File: src/rtl/vram_arbiter_pkg.sv
// Shared types and default constants for the VRAM port arbiter.
//   arb_state_e : arbiter FSM states
//   DEF_*       : default parameter values used by vram_arbiter
package vram_arbiter_pkg;

  localparam int unsigned DEF_ADDR_WIDTH    = 16;
  localparam int unsigned DEF_DATA_WIDTH    = 16;
  localparam int unsigned DEF_ACCESS_CYCLES = 2;
  localparam int unsigned DEF_MPU_MAX_WAIT  = 4;
  localparam int unsigned BE_WIDTH          = 2;

  typedef enum logic [1:0] {
    ST_IDLE = 2'd0,
    ST_REN  = 2'd1,
    ST_MPU  = 2'd2
  } arb_state_e;

endpackage

File: src/rtl/vram_wait_counter.sv
// Saturating starvation counter: counts renderer grants made while the MPU
// is pending and flags when the MPU must be served next.
//   clk, rst_n  : clock, async active-low reset
//   inc         : count one renderer grant (ignored at the limit)
//   clr         : clear on an MPU grant (wins over inc)
//   at_limit_c  : count has reached MAX_WAIT (combinational)
module vram_wait_counter #(
  parameter int unsigned MAX_WAIT = 4
) (
  input  logic clk,
  input  logic rst_n,
  input  logic inc,
  input  logic clr,
  output logic at_limit_c
);

  localparam int unsigned W = $clog2(MAX_WAIT + 1);

  logic [W-1:0] count_q;

  assign at_limit_c = (count_q >= W'(MAX_WAIT));

  // Count register: clear has priority, increment saturates at the limit
  always_ff @(posedge clk or negedge rst_n) begin
    if (!rst_n) begin
      count_q <= '0;
    end else if (clr) begin
      count_q <= '0;
    end else if (inc && !at_limit_c) begin
      count_q <= count_q + W'(1);
    end
  end

endmodule

File: src/rtl/vram_arbiter.sv
// Clocked arbiter for the single external VRAM port, shared between the MPU
// bus and the renderer. Grants whole fixed-length accesses with registered
// strobes; renderer has priority, bounded by a starvation counter.
//   clk, _reset                      : clock, async active-low reset
//   _mpu_en/_mpu_rd/_mpu_wr/_mpu_be  : MPU request, direction, byte enables
//   mpu_addr, mpu_data_in            : MPU address / write data
//   mpu_rd_data, mpu_ready           : MPU read data, done (held until _mpu_en high)
//   ren_req, ren_addr                : renderer read request (level) / address
//   ren_ack, ren_data                : renderer one-cycle ack / read data
//   _vram_en/_vram_rd/_vram_wr/_vram_be, vram_addr : registered VRAM controls
//   vram_data_out, vram_data_oe, vram_data_in      : VRAM data bus halves
module vram_arbiter
  import vram_arbiter_pkg::*;
#(
  parameter int unsigned ADDR_WIDTH    = DEF_ADDR_WIDTH,
  parameter int unsigned DATA_WIDTH    = DEF_DATA_WIDTH,
  parameter int unsigned ACCESS_CYCLES = DEF_ACCESS_CYCLES,
  parameter int unsigned MPU_MAX_WAIT  = DEF_MPU_MAX_WAIT
) (
  input  logic                  clk,
  input  logic                  _reset,
  input  logic                  _mpu_en,
  input  logic                  _mpu_rd,
  input  logic                  _mpu_wr,
  input  logic [BE_WIDTH-1:0]   _mpu_be,
  input  logic [ADDR_WIDTH-1:0] mpu_addr,
  input  logic [DATA_WIDTH-1:0] mpu_data_in,
  output logic [DATA_WIDTH-1:0] mpu_rd_data,
  output logic                  mpu_ready,
  input  logic                  ren_req,
  input  logic [ADDR_WIDTH-1:0] ren_addr,
  output logic                  ren_ack,
  output logic [DATA_WIDTH-1:0] ren_data,
  output logic                  _vram_en,
  output logic                  _vram_rd,
  output logic                  _vram_wr,
  output logic [BE_WIDTH-1:0]   _vram_be,
  output logic [ADDR_WIDTH-1:0] vram_addr,
  output logic [DATA_WIDTH-1:0] vram_data_out,
  output logic                  vram_data_oe,
  input  logic [DATA_WIDTH-1:0] vram_data_in
);

  localparam int unsigned CNT_W = $clog2(ACCESS_CYCLES + 1);

  arb_state_e            state_q, state_d;
  logic [CNT_W-1:0]      cnt_q, cnt_d;
  logic                  vram_en_q, vram_en_d;
  logic                  vram_rd_q, vram_rd_d;
  logic                  vram_wr_q, vram_wr_d;
  logic [BE_WIDTH-1:0]   vram_be_q, vram_be_d;
  logic [ADDR_WIDTH-1:0] vram_addr_q, vram_addr_d;
  logic [DATA_WIDTH-1:0] wdata_q, wdata_d;
  logic                  oe_q, oe_d;
  logic                  ren_ack_q, ren_ack_d;
  logic [DATA_WIDTH-1:0] ren_data_q, ren_data_d;
  logic                  done_q, done_d;
  logic [DATA_WIDTH-1:0] mpu_rd_data_q, mpu_rd_data_d;

  logic mpu_pending;
  logic wait_inc;
  logic wait_clr;
  logic wait_at_limit;

  // done blocks re-issue until the MPU releases _mpu_en
  assign mpu_pending = ~_mpu_en & ~done_q & (~_mpu_rd | ~_mpu_wr);

  vram_wait_counter #(
    .MAX_WAIT (MPU_MAX_WAIT)
  ) u_wait_counter (
    .clk        (clk),
    .rst_n      (_reset),
    .inc        (wait_inc),
    .clr        (wait_clr),
    .at_limit_c (wait_at_limit)
  );

  // Next-state and registered-output logic
  always_comb begin
    state_d       = state_q;
    cnt_d         = cnt_q;
    vram_en_d     = vram_en_q;
    vram_rd_d     = vram_rd_q;
    vram_wr_d     = vram_wr_q;
    vram_be_d     = vram_be_q;
    vram_addr_d   = vram_addr_q;
    wdata_d       = wdata_q;
    oe_d          = oe_q;
    ren_ack_d     = 1'b0;
    ren_data_d    = ren_data_q;
    done_d        = _mpu_en ? 1'b0 : done_q;
    mpu_rd_data_d = mpu_rd_data_q;
    wait_inc      = 1'b0;
    wait_clr      = 1'b0;

    case (state_q)
      ST_IDLE: begin
        if (ren_req && (!mpu_pending || !wait_at_limit)) begin
          state_d     = ST_REN;
          cnt_d       = CNT_W'(ACCESS_CYCLES);
          vram_en_d   = 1'b0;
          vram_rd_d   = 1'b0;
          vram_wr_d   = 1'b1;
          vram_be_d   = '0;
          vram_addr_d = ren_addr;
          oe_d        = 1'b0;
          wait_inc    = mpu_pending;
        end else if (mpu_pending) begin
          // rd and wr both low counts as a write
          state_d     = ST_MPU;
          cnt_d       = CNT_W'(ACCESS_CYCLES);
          vram_en_d   = 1'b0;
          vram_rd_d   = ~_mpu_wr;
          vram_wr_d   = _mpu_wr;
          vram_be_d   = _mpu_be;
          vram_addr_d = mpu_addr;
          oe_d        = ~_mpu_wr;
          if (!_mpu_wr) begin
            wdata_d = mpu_data_in;
          end
          wait_clr    = 1'b1;
        end
      end

      ST_REN, ST_MPU: begin
        if (cnt_q == CNT_W'(1)) begin
          state_d   = ST_IDLE;
          vram_en_d = 1'b1;
          vram_rd_d = 1'b1;
          vram_wr_d = 1'b1;
          vram_be_d = '1;
          oe_d      = 1'b0;
          if (state_q == ST_REN) begin
            ren_data_d = vram_data_in;
            ren_ack_d  = 1'b1;
          end else begin
            if (!vram_rd_q) begin
              mpu_rd_data_d = vram_data_in;
            end
            done_d = 1'b1;
          end
        end else begin
          cnt_d = cnt_q - CNT_W'(1);
        end
      end

      default: begin
        state_d = ST_IDLE;
      end
    endcase
  end

  // State and output registers
  always_ff @(posedge clk or negedge _reset) begin
    if (!_reset) begin
      state_q       <= ST_IDLE;
      cnt_q         <= '0;
      vram_en_q     <= 1'b1;
      vram_rd_q     <= 1'b1;
      vram_wr_q     <= 1'b1;
      vram_be_q     <= '1;
      vram_addr_q   <= '0;
      wdata_q       <= '0;
      oe_q          <= 1'b0;
      ren_ack_q     <= 1'b0;
      ren_data_q    <= '0;
      done_q        <= 1'b0;
      mpu_rd_data_q <= '0;
    end else begin
      state_q       <= state_d;
      cnt_q         <= cnt_d;
      vram_en_q     <= vram_en_d;
      vram_rd_q     <= vram_rd_d;
      vram_wr_q     <= vram_wr_d;
      vram_be_q     <= vram_be_d;
      vram_addr_q   <= vram_addr_d;
      wdata_q       <= wdata_d;
      oe_q          <= oe_d;
      ren_ack_q     <= ren_ack_d;
      ren_data_q    <= ren_data_d;
      done_q        <= done_d;
      mpu_rd_data_q <= mpu_rd_data_d;
    end
  end

  assign _vram_en      = vram_en_q;
  assign _vram_rd      = vram_rd_q;
  assign _vram_wr      = vram_wr_q;
  assign _vram_be      = vram_be_q;
  assign vram_addr     = vram_addr_q;
  assign vram_data_out = wdata_q;
  assign vram_data_oe  = oe_q;
  assign ren_ack       = ren_ack_q;
  assign ren_data      = ren_data_q;
  assign mpu_ready     = done_q;
  assign mpu_rd_data   = mpu_rd_data_q;

endmodule

File: config.mk
export PLATFORM = sky130hd
export DESIGN_NAME = vram_arbiter
export DESIGN_NICKNAME = d
export VERILOG_FILES = /design/src/rtl/vram_arbiter_pkg.sv /design/src/rtl/vram_wait_counter.sv /design/src/rtl/vram_arbiter.sv
export SDC_FILE = /design/constraint.sdc
export NUM_CORES = 1
export LEC_CHECK = 0
export CAP_MARGIN = 10
export CORE_ASPECT_RATIO = 0.8
export CORE_MARGIN = 1.5
export CORE_UTILIZATION = 48
export DETAILED_ROUTE_END_ITERATION = 12
export DONT_BUFFER_PORTS = 1
export PLACE_DENSITY_LB_ADDON = 0.1
export SYNTH_ARGS = -nofsm -noshare
export SYNTH_HDL_FRONTEND = slang
export SYNTH_SLANG_ARGS = --single-unit
File: constraint.sdc
create_clock -name clk -period 5.5 [get_ports clk]
set_input_delay 0.55 -clock clk [delete_from_list [all_inputs] [get_ports clk]]
set_output_delay 0.55 -clock clk [all_outputs]
set_load 0.005 [all_outputs]
==> run metrics <==
run status complete, no violations; internal power approximately 1500 uW; diode count 0; First-pass DRT Iterations 4; Yosys reg bits 79; post-cts sizing count 0; Reg clk slew, reported paths 0.08 ns; clk_lat worst skew between 0.3 and 0.4 ns; placed cell area 3460 sq um; Residual DRC 0; post-DP HPWL 4610 microns; Comb pwr share a little under a third; Max Clk Rate 0.427 GHz; crit-path leading delay family compound AO/OA/AOI/OAI gates; Post-synth EDFFs 0; Max clock buf depth 2; vias per cell a little under 6; Final Cycle Share 42.6%; Sum Neg Setup Slack 0 ns; post-synth top area cell dfrtp_1; CTS Buf Count 9; sw frac 32.6%; Yosys warnings 0; Leak roughly 0.0016 uW; Core Footprint between 6000 and 7000 sq um; final setup skew ~0.0057 ns; register area share after synthesis around three fifths; IO Pins 144; row count 27; TritonCTS clock tree done; Max IR drop VDD roughly 0.28 mV; maxcap violations 0; Sequential Power Share 48.4%; Post-Syn Nets between 300 and 400; CP Buf/Inv Count 1; CP Launch Type register; Initial Util 49.6%; Setup CP Type reg -> reg; slowest CP cell a21boi_4; cts hold-fix bufs 1; unrepaired setup endpoints after global routing false; worst min path class in -> async; die width slightly below 100 microns; full die area approximately 7600 sq um; NetSw between 700 and 800 uW; count of different cell masters after synthesis 39; nets@finish between 300 and 400; critical path data required time about 5.7 ns; via count 2006; first-pass GRT wire length 10500 microns; GPL Wtd Cong 0.716; Max FO, Critical Path 17; area delta synth->final 9.23%; initial antenna violation count 0; # setup viols final 0; Post-Synthesis Cells 250; buffers added on ports 0; fin util 54.2%; wire per inst ~19 microns; Max stage delay on crit path roughly 0.5 ns; relative slew slack 39.3%; fill cell count between 500 and 600; DRT Wirelength about 6700 microns; Hold Vio Cnt, Final 0; ys flop type dfrtp_1; Final Max Slew Viols 0; Clk pwr share a little over a fifth; GRT Util Overall between 10% and 20%; asr flop ratio synth 100%; largest net degree at the start of global routing 75; top cells by area, synth dfrtp_1, mux2_2, mux2_4; Die Ht ~78 microns; total power approximately 2200 uW; vias in the first global route 2129; DR iter-0 viols 64; Post-DRT Antenna Nets 0; actual slew at the worst max-slew pin ~0.90 ns; clock root buffer clkbuf_8; H-tree Lvls 3; min Tclk post-route between 2 and 2.5 ns; global route overflow 0; crit-path cells inv_1, ha_1, a21boi_4, nand2_2, mux2_4; Synth top area share between 50% and 60%; Power Dens Cells 600 nW/um^2; CP Capture Type register; setup bufs post-CTS 0; worst endpoint data arrival time ~2.6 ns; post-synthesis cell area 3400 sq um; fin area between 3000 and 4000 sq um; layout cells sized above 1 29.6%; CTS sink count 79; syn avg cell area between 10 and 15 sq um
==> cell usage in the layout, fill, tap and decap left out, types with 2 or more instances in the layout <==
cell type,netlist,final
o22a_1,14,14
mux2_4,10,10
mux2i_1,3,3
nand3_1,3,3
mux2_2,38,38
a221oi_1,3,3
clkbuf_8,0,10
o21a_1,14,14
bufinv_16,0,2
nand2b_1,7,7
nor2b_1,2,2
dfrtp_1,74,74
nand2_1,8,8
dfstp_2,5,5
nor2_1,8,8
inv_1,10,10
a21boi_0,2,2
o21ai_0,4,4
a21oi_1,3,3
o22ai_1,7,7
o32a_1,3,3
ha_1,5,5
clkinvlp_4,0,3
o31ai_1,2,2
==> Yosys cell counts (2+ instances only) <==
cell	number
clkbuf_1	4
mux2i_1	3
o31ai_1	2
a221oi_1	3
o22a_1	14
dfrtp_1	74
nor2b_1	2
ha_1	5
nand3_1	3
a21boi_0	2
mux2_2	38
nor2_1	8
nand2_1	8
mux2_4	10
buf_2	5
nand2b_1	7
o32a_1	3
inv_1	10
dfstp_2	5
o21a_1	14
o21ai_0	4
a21oi_1	3
o22ai_1	7
==> per-layer routing <==
layer  wire, microns  global-route usage [%]  up-vias
met4             123                    7.39        0
met3             703                    8.99       11
met1            2920                    23.0      988
met2            2940                    25.9       97
li1                -                       -      910
met5               0                       0        -
==> registers in the layout (all words and copies together) (netlist names) <==
signal and cells:
u_wait_counter.count_q 3, _vram_rd 1, mpu_rd_data 16, _vram_en 1, mpu_ready 1, ren_ack 1, vram_addr 16, vram_data_out 16
ren_data 16, cnt_q 2, vram_data_oe 1, _vram_wr 1, _vram_be 2, state_q 2
==> stage by stage <==
step | hold slack, ns | std cells | worst slack, ns
3_5_place_dp | 0.257 | 327 | 3.13
2_1_floorplan | 0.254 | 250 | 3.64
6_report | 0.0444 | 344 | 3.16
3_3_place_gp | 0.257 | 327 | 3.19
4_1_cts | 0.0227 | 344 | 3.13
5_1_grt | 0.0160 | 344 | 2.95
==> final cells by class <==
class / count / area, sq um / area share, %
inverters: 10 / 37.5 / 1.01
clock buffers: 10 / 138 / 3.70
clock inverters: 6 / 91.3 / 2.46
repair buffers: 2 / 35.0 / 0.943
well taps: 87 / 109 / 2.93
multi-input cells: 150 / 1320 / 35.6
flip-flops and latches: 79 / 1980 / 53.4
==> power by group through the flow <==
stage                     Combinational, uW  Sequential (uW)  Clock, uW
after CTS                               677             1080        498
final                                   667             1080        481
after floorplan                         582             1030          0
after global routing                    751             1110        521
after global placement                  644             1090          0
after detailed placement                666             1090          0
==> worst paths after layout <==
path / start / endpoint / slack, ns / depth (start not counted)
worst min register to register: u_wait_counter.count_q[1] / u_wait_counter.count_q[1] / 0.52 / 2
max in group asynchronous: _reset / vram_addr[7] / 5.11 / 1
worst min-delay path: _reset / _vram_en / 0.04 / 0
worst max register to register: state_q[0] / vram_data_out[2] / 3.16 / 5
min in group clk: _mpu_en / mpu_ready / 0.31 / 1
worst max-delay path: state_q[0] / vram_data_out[2] / 3.16 / 5
==> logic make-up after synthesis <==
kind of cell    count (synthesis)  synth area share [%]
flops                          79                  58.3
compound gates                 60                  14.0
mux                            51                  17.9
simple gates                   34                  5.15
buf+inv                        21                  2.83
fa+ha+maj                       5                  1.84
(Power assumes the default switching activity.)
